## src/rtl/mem_bus_arbiter_pkg.sv

```systemverilog
// arb_pkg: shared FSM state type and default watchdog length for mem_bus_arbiter.
package arb_pkg;
    typedef enum logic {ARB_IDLE, ARB_BUSY} arb_state_t;
    localparam int TIMEOUT_CYCLES = 16;
endpackage

```

## src/rtl/mem_bus_arbiter_rr_pick.sv

```systemverilog
// rr_pick: rotating-priority picker, first set req bit at or after ptr (wrapping).
module rr_pick #(
    parameter int NumReq   = 4,
    parameter int SelWidth = 2
) (
    input  logic [NumReq-1:0]   req,
    input  logic [SelWidth-1:0] ptr,
    output logic [SelWidth-1:0] winner,
    output logic                any_req
);
    logic [SelWidth-1:0] idx;
    // Scan farthest-first so the candidate nearest ptr overwrites the others.
    always_comb begin
        winner = '0;
        idx    = '0;
        for (int i = NumReq - 1; i >= 0; i--) begin
            idx = SelWidth'((int'(ptr) + i) % NumReq);
            if (req[idx]) winner = idx;
        end
    end
    assign any_req = |req;
endmodule

```

## src/rtl/mem_bus_arbiter.sv

```systemverilog
// mem_bus_arbiter: round-robin sequencer for the shared memory bus with lock and watchdog abort.
module mem_bus_arbiter
    import arb_pkg::*;
#(
    parameter int NumReq        = 4,
    parameter int SelWidth      = 2,
    parameter int TimeoutCycles = TIMEOUT_CYCLES,
    parameter int CntWidth      = 5
) (
    input  logic                clk,
    input  logic                rst_n,
    input  logic [NumReq-1:0]   req,
    input  logic [NumReq-1:0]   lock,
    input  logic                bus_ready,
    output logic [NumReq-1:0]   gnt,
    output logic [SelWidth-1:0] sel,
    output logic                bus_valid,
    output logic [NumReq-1:0]   done,
    output logic                err,
    output logic [SelWidth-1:0] err_id,
    output logic                busy
);
    arb_state_t          state, state_nx;
    logic [SelWidth-1:0] ptr, ptr_nx, sel_nx, err_id_nx, winner, sel_inc;
    logic [CntWidth-1:0] wdog, wdog_nx;
    logic [NumReq-1:0]   gnt_nx, done_nx;
    logic                err_nx, any_req;

    rr_pick #(.NumReq(NumReq), .SelWidth(SelWidth)) u_pick (
        .req(req),
        .ptr(ptr),
        .winner(winner),
        .any_req(any_req)
    );

    assign sel_inc = (sel == SelWidth'(NumReq - 1)) ? '0 : sel + 1'b1;

    always_comb begin
        state_nx  = state;
        ptr_nx    = ptr;
        wdog_nx   = wdog;
        gnt_nx    = gnt;
        sel_nx    = sel;
        done_nx   = '0;
        err_nx    = 1'b0;
        err_id_nx = err_id;
        if (state == ARB_IDLE) begin
            if (any_req) begin
                state_nx = ARB_BUSY;
                gnt_nx   = NumReq'(1) << winner;
                sel_nx   = winner;
                wdog_nx  = '0;
            end
        end else if (bus_ready) begin
            done_nx = gnt;
            ptr_nx  = sel_inc;
            wdog_nx = '0;
            // A locked owner still asking keeps the bus with no idle bubble.
            if (!(lock[sel] && req[sel])) begin
                state_nx = ARB_IDLE;
                gnt_nx   = '0;
                sel_nx   = '0;
            end
        end else if (wdog == CntWidth'(TimeoutCycles - 1)) begin
            state_nx  = ARB_IDLE;
            gnt_nx    = '0;
            sel_nx    = '0;
            ptr_nx    = sel_inc;
            wdog_nx   = '0;
            err_nx    = 1'b1;
            err_id_nx = sel;
        end else begin
            wdog_nx = wdog + 1'b1;
        end
    end

    always_ff @(posedge clk or negedge rst_n) begin
        if (!rst_n) begin
            state  <= ARB_IDLE;
            ptr    <= '0;
            wdog   <= '0;
            gnt    <= '0;
            sel    <= '0;
            done   <= '0;
            err    <= 1'b0;
            err_id <= '0;
        end else begin
            state  <= state_nx;
            ptr    <= ptr_nx;
            wdog   <= wdog_nx;
            gnt    <= gnt_nx;
            sel    <= sel_nx;
            done   <= done_nx;
            err    <= err_nx;
            err_id <= err_id_nx;
        end
    end

    assign busy      = (state == ARB_BUSY);
    assign bus_valid = busy;
endmodule

```

## config.mk

```make
export PLATFORM = sky130hd
export DESIGN_NAME = mem_bus_arbiter
export DESIGN_NICKNAME = d
export VERILOG_FILES = /design/src/rtl/mem_bus_arbiter_pkg.sv /design/src/rtl/mem_bus_arbiter_rr_pick.sv /design/src/rtl/mem_bus_arbiter.sv
export SDC_FILE = /design/constraint.sdc
export NUM_CORES = 1
export LEC_CHECK = 0
export CORE_MARGIN = 2
export CORE_UTILIZATION = 47
export CTS_BUF_LIST = sky130_fd_sc_hd__clkbuf_16
export DETAILED_ROUTE_END_ITERATION = 8
export PLACE_DENSITY_LB_ADDON = 0.08
export SLEW_MARGIN = 20
export SYNTH_ARGS = -nofsm -noshare
export SYNTH_HDL_FRONTEND = slang
export SYNTH_SLANG_ARGS = --single-unit
```

## constraint.sdc

```tcl
create_clock -name clk -period 1.5 [get_ports clk]
set_input_delay 0.3 -clock clk [delete_from_list [all_inputs] [get_ports clk]]
set_output_delay 0.3 -clock clk [all_outputs]
set_load 0.03 [all_outputs]
```

# [Word level (Yosys, flattened, before mapping)]
# Index checks and enable logic that the tools add are counted.
[totals] register_bits=21 latch_bits=0 ramBits=0 rom_bits=0 out_inout_bits=15 wordCells=74 mem_count=0
[op_classes] n_addsub=5 mul=0 div=0 magnitude_cmp=5 eq_ne=4 shifts=1 mux=43 bitwise=1 n_reduce_logical=7
[op_table] op="two-way mux 4 bit" n=7
[op_table] op="two-way mux 2 bit" n=12
[op_table] op="two-way mux 5 bit" n=4
[op_table] op="< comparator 2 x 3 -> 1 bit (second input constant)" n=5
[op_table] op="two-way mux 1 bit" n=14
[op_table] op="binary-select mux 1 bit (select 2 bit)" n=6
[op_table] op="AND reduction 3 bit" n=2
[op_table] op="adder 5 x 1 -> 5 bit (second input constant)" n=1
[op_table] op="equality test 5 x 4 -> 1 bit (second input constant)" n=1
[op_table] op="adder 2 x 1 -> 2 bit (second input constant)" n=2
[op_table] op="adder 2 bit (second input constant)" n=2
[op_table] op="nonzero test 2 bit" n=2
[op_table] op="OR reduction 4 bit" n=1
[op_table] op="<< shifter 1 x 2 -> 4 bit (first input constant)" n=1
[op_table] op="inequality test 3 x 2 -> 1 bit (second input constant)" n=1
[op_table] op="inequality test 3 bit (second input constant)" n=1
[op_table] op="equality test 2 bit (second input constant)" n=1
[op_table] op="AND reduction 2 bit" n=1
[op_table] op="logical AND 1 bit" n=1
[op_table] op="inverter 1 bit" n=1

# [Depth between registers and ports, before layout]
[depth] word_depth=10 ltp_mapped=5 depth_no_buf=5

# [Cells and area by module]
# A second synthesis with hierarchy kept.
[hier_totals] hier_cells=88 area_unflattened_um2=1004.7
[by_module_without_submodules] module="mem_bus_arbiter" instances=1 cells_each=75 area_each_um2=927.1 seq_area_each_um2=525.5
[by_module_without_submodules] module="rr_pick" instances=1 cells_each=13 area_each_um2=77.6 seq_area_each_um2=0.0

# [Worst setup path after synthesis]
# No wires, ideal clock.
[synth_timing] path_kind="register -> register" startpoint="reg sel[1]" endpoint="reg sel[1]" setup_ns=0.121 t_arrival_ns=1.385 setup_slack_ns=-0.006 path_stages_with_launch=5 path_buffers=0 synth_period_minus_slack_ns=1.506 path_cell_list="dfrtp_1 and3_2 o2111ai_2 o211ai_2 a22o_1"
[synth_between] elab_chain_cells=5
[synth_rtl] element="start: declaration" line="mem_bus_arbiter.sv:16" rtl="output logic [SelWidth-1:0] sel,"
[synth_rtl] element="start signal: assignment" line="mem_bus_arbiter.sv:92" rtl="sel <= sel_nx;"
[synth_rtl] element="binary-select mux 1 bit (select 2 bit)" line="mem_bus_arbiter.sv:59" rtl="if (!(lock[sel] && req[sel])) begin"
[synth_rtl] element="two-way mux 1 bit (not written as such)" line="mem_bus_arbiter.sv:59"
[synth_rtl] element="logical AND 1 bit (*)" line="mem_bus_arbiter.sv:59"
[synth_rtl] element="inequality test 3 bit (no line) (*)"
[synth_rtl] element="AND reduction 3 bit (no line) (*)"
# Every way passes the cells marked *; elsewhere a longest branch is shown, timed or not. The select of a mux whose other input is x is not followed.
# A chain may end at the register's enable or synchronous reset.

# [Worst setup path after layout]
[layout_timing] startpoint="reg wdog[0]" endpoint="reg sel[1]"
[layout_between] elab_chain_cells=3
[layout_rtl] element="start: declaration" line="mem_bus_arbiter.sv:25" rtl="logic [CntWidth-1:0] wdog, wdog_nx;"
[layout_rtl] element="start signal: assignment" line="mem_bus_arbiter.sv:90" rtl="wdog <= wdog_nx;"
[layout_rtl] element="equality test 5 x 4 -> 1 bit" line="mem_bus_arbiter.sv:64" rtl="end else if (wdog == CntWidth'(TimeoutCycles - 1)) begin"
[layout_rtl] element="inequality test 3 x 2 -> 1 bit (no line)"
[layout_rtl] element="AND reduction 3 bit (no line)"
# No other way between the ends.

==> results.cfg <==
[cts]
cts.sinks = 21
cts_root_buf = sky130_fd_sc_hd__clkbuf_16
ctsLongestPathBuffers = 2
htree_levels = 1
ctsHoldBuffers = 0
clkLatencyLatePin_ns = 0.26
numCtsBuffers = 3
clk_transition_reported_paths_ns = 0.06
tritoncts = yes

[worst_hold_path]
worstHoldPathType = input port to asynchronous set/reset pin

[timing]
final-setup-viol-count = 0
finalMaxSlewViolations = 0
max_clock_freq_ghz = 0.699
period_minus_slack_ns = 1.43
slew-limit-headroom_pct = 76.4
fin_worst_skew_ns = 0.00538
fin_crit_sh_pct = 95.3
worstMarginPinSlew_ns = 0.353
timing_hold_violations_final = 0
final.setup.worst_slack_ns = 0.0699

[global_routing]
groute.layer.met2.usage_pct = 34.8
grt-ovfl-total = 0
antenna_found_initial = 0
grt_util_met1_pct = 25.9
grt_busiest_layer = met2
gr-usage-all-layers_pct = 20.8
maximum_number_of_pins_on_one_net_before_global_route_repair = 22
grt_pass1_vias = 882
global_route_wire_length_before_repair_um = 3970
grt.met3_usage_pct = 5.56

[logic_synthesis]
synth.net_count = 103
syn_inst = 90
ys_seq_area_share_pct = 50.7
yosysWarnings = 0
synth-edff-count = 0
synth_cell_types = 36
ys_seq_elements = 21
ys.flop_type = sky130_fd_sc_hd__dfrtp_1
async_reset_ff_share_pct = 100
post_synth_instance_area_mm2 = 0.00104
syn_avg_cell_area_um2 = 11.5

[floorplan]
start_util_pct = 48.3
row_count = 17
die_w_um = 51.0
area_enclosed_by_the_die_boundary_mm2 = 0.00260
io-pin-count = 26
dieHeight_um = 51.0
coreArea_mm2 = 0.00215

[finish]
insertedDiodeCount = 0
final_nets = 147
areaGrowthSynthToFinish_pct = 48.9
post_route_cells_drive_above_1_share_pct = 28.6
post_layout_nonfiller_instances = 161
layout.filler_cells = 171
fin_area_mm2 = 0.00154
finish.utilization_pct = 71.9

[worst_setup_path]
critPathKind = flop to flop
timing.critical_path.slowest_cell_delay_ns = 0.40
r2r-start = wdog[0]$_DFFE_PN0P_
critPathSlowestCell = sky130_fd_sc_hd__dfrtp_1
critical_path.endpoint_type = flop
launching_element_type_of_the_critical_path = flop
critical_path.cell_chain = ha_4 -> nand4b_4 -> a22oi_2 -> o211ai_4 -> a22o_1
cp.required_ns = 1.64
timing.critical_path.fanout_max = 5
arrival_time_reported_for_the_critical_path_endpoint_ns = 1.57
setup.worst_path.start = wdog[0]$_DFFE_PN0P_

[detailed_routing]
routed_via_density = 5.27
detailroute.via_count = 849
drt-initial-drc-count = 9
drc_errors = 0
average_wire_per_standard_cell_um = 14.5
drt.antenna.violating_nets = 0
detailedRoute.firstPassIterationCount = 4
wirelength_um = 2330

[place]
port-buffer-count = 25
gp_congestion = 0.789
detailed_place.area_mm2 = 0.00141
hpwl_after_detailed_placement_um = 1740
dp_slack_ns = -0.322
dpl.cell_count = 155

[power_and_ir_drop]
power_dens_cells_mw_per_mm2 = 1260
design_power_total_mw = 1.95
worst_ir_drop_vdd_uv = 1010
p_leak_nw = 0.836

[job]
timing.max_cap.violations = 0

[outcome]
status = complete, no violations
-- critical path: cells and delay by family (launching register included) --
family / cells / cell delay [ns]
AO/OA/AOI/OAI: 3 / 0.64
flip-flops: 1 / 0.40
adder cells (fa/ha/maj): 1 / 0.17
AND/OR/NAND/NOR: 1 / 0.12
-- sequential cells by signal (all words and copies together) (netlist names) --
signal and count:
gnt 4, wdog 5, ptr 2, err 1, sel 2, bus_valid 1
err_id 2, done 4
-- path summary, 6_finish.rpt --
check	slack, ns	depth (start not counted)	to
min reg2reg	0.49	1	wdog[4]$_DFFE_PN0P_
min in group clk	0.49	1	wdog[4]$_DFFE_PN0P_
max	0.07	5	sel[1]$_DFFE_PN0P_
min	0.39	2	err$_DFF_PN0_
max in group asynchronous	0.88	2	sel[1]$_DFFE_PN0P_
max reg2reg	0.07	5	sel[1]$_DFFE_PN0P_
-- layout by cell type, fill, tap and decap left out, types with 2 or more instances in the layout --
master	n
sky130_fd_sc_hd__a21o_1	2
sky130_fd_sc_hd__a22o_1	2
sky130_fd_sc_hd__a32o_2	4
sky130_fd_sc_hd__and3_1	5
sky130_fd_sc_hd__and3b_1	2
sky130_fd_sc_hd__buf_4	18
sky130_fd_sc_hd__clkbuf_16	3
sky130_fd_sc_hd__clkdlybuf4s50_1	5
sky130_fd_sc_hd__dfrtp_1	20
sky130_fd_sc_hd__dlygate4sd2_1	17
sky130_fd_sc_hd__inv_1	2
sky130_fd_sc_hd__mux2_2	2
sky130_fd_sc_hd__nand2_1	7
sky130_fd_sc_hd__nand2b_1	4
sky130_fd_sc_hd__nand3_1	2
sky130_fd_sc_hd__nor2_1	5
sky130_fd_sc_hd__o21a_1	2
sky130_fd_sc_hd__o21ai_0	6
-- stage by stage --
step / setup TNS [ns] / hold slack [ns]
3_3_place_gp: -3.49 / 0.470
2_1_floorplan: 0 / 0.00441
3_5_place_dp: -3.88 / 0.474
5_1_grt: -0.0881 / 0.448
4_1_cts: 0 / 0.399
6_report: 0 / 0.392
-- cell type report --
class | count | area (µm²) | share of cell area [%]
clock buffer | 3 | 75.1 | 4.86
inverter | 2 | 7.51 | 0.486
sequential | 21 | 527 | 34.1
clock inverter | 1 | 7.51 | 0.486
tap | 28 | 35.0 | 2.27
multi-input combinational | 65 | 546 | 35.3
timing repair buffer | 41 | 347 | 22.4
-- routing by layer --
metal / wire length (µm) / up-vias
li1: - / 420
met1: 1050 / 410
met2: 1170 / 15
met3: 81 / 4
met4: 23 / 0
met5: 0 / -
-- where the power goes --
| group | internal [mW] | switching (mW) |
|---|---|---|
| Sequential | 0.652 | 0.0958 |
| Clock | 0.361 | 0.205 |
| Combinational | 0.290 | 0.349 |
| Total | 1.30 | 0.649 |
-- cells by family after synthesis --
logic type	after synthesis	synth area share [%]
AND/OR/NAND/NOR	33	19.2
multiplexers	4	4.22
AO/OA/AOI/OAI	25	20.1
adder cells (fa/ha/maj)	2	2.41
buffers and inverters	4	2.53
XOR/XNOR	1	0.845
flip-flops	21	50.7
-- synthesized netlist by cell type, types with 2 or more instances --
cell type | instances | area share [%]
sky130_fd_sc_hd__o21ai_0 | 6 | 2.9
sky130_fd_sc_hd__mux2_2 | 2 | 2.2
sky130_fd_sc_hd__and3b_1 | 2 | 1.7
sky130_fd_sc_hd__o21a_1 | 2 | 1.4
sky130_fd_sc_hd__nor2_1 | 5 | 1.8
sky130_fd_sc_hd__a32o_2 | 4 | 4.3
sky130_fd_sc_hd__nand2b_1 | 4 | 2.4
sky130_fd_sc_hd__and3_1 | 5 | 3.0
sky130_fd_sc_hd__nand2_1 | 7 | 2.5
sky130_fd_sc_hd__inv_1 | 2 | 0.72
sky130_fd_sc_hd__a22o_1 | 2 | 1.7
sky130_fd_sc_hd__a21o_1 | 2 | 1.4
sky130_fd_sc_hd__ha_1 | 2 | 2.4
sky130_fd_sc_hd__dfrtp_1 | 21 | 51
sky130_fd_sc_hd__a31oi_1 | 2 | 1.2
sky130_fd_sc_hd__nand3_1 | 2 | 0.97
-- what timing repair did --
| item | in CTS | in global routing |
|---|---|---|
| pin swaps | 1 | 2 |
| endpoints found under the setup margin | 20 | 10 |
| gates resized for setup | 19 | 7 |
| cloned | 0 | 0 |
| setup buffers | 0 | 2 |
Power figures use the tool's default switching activity.
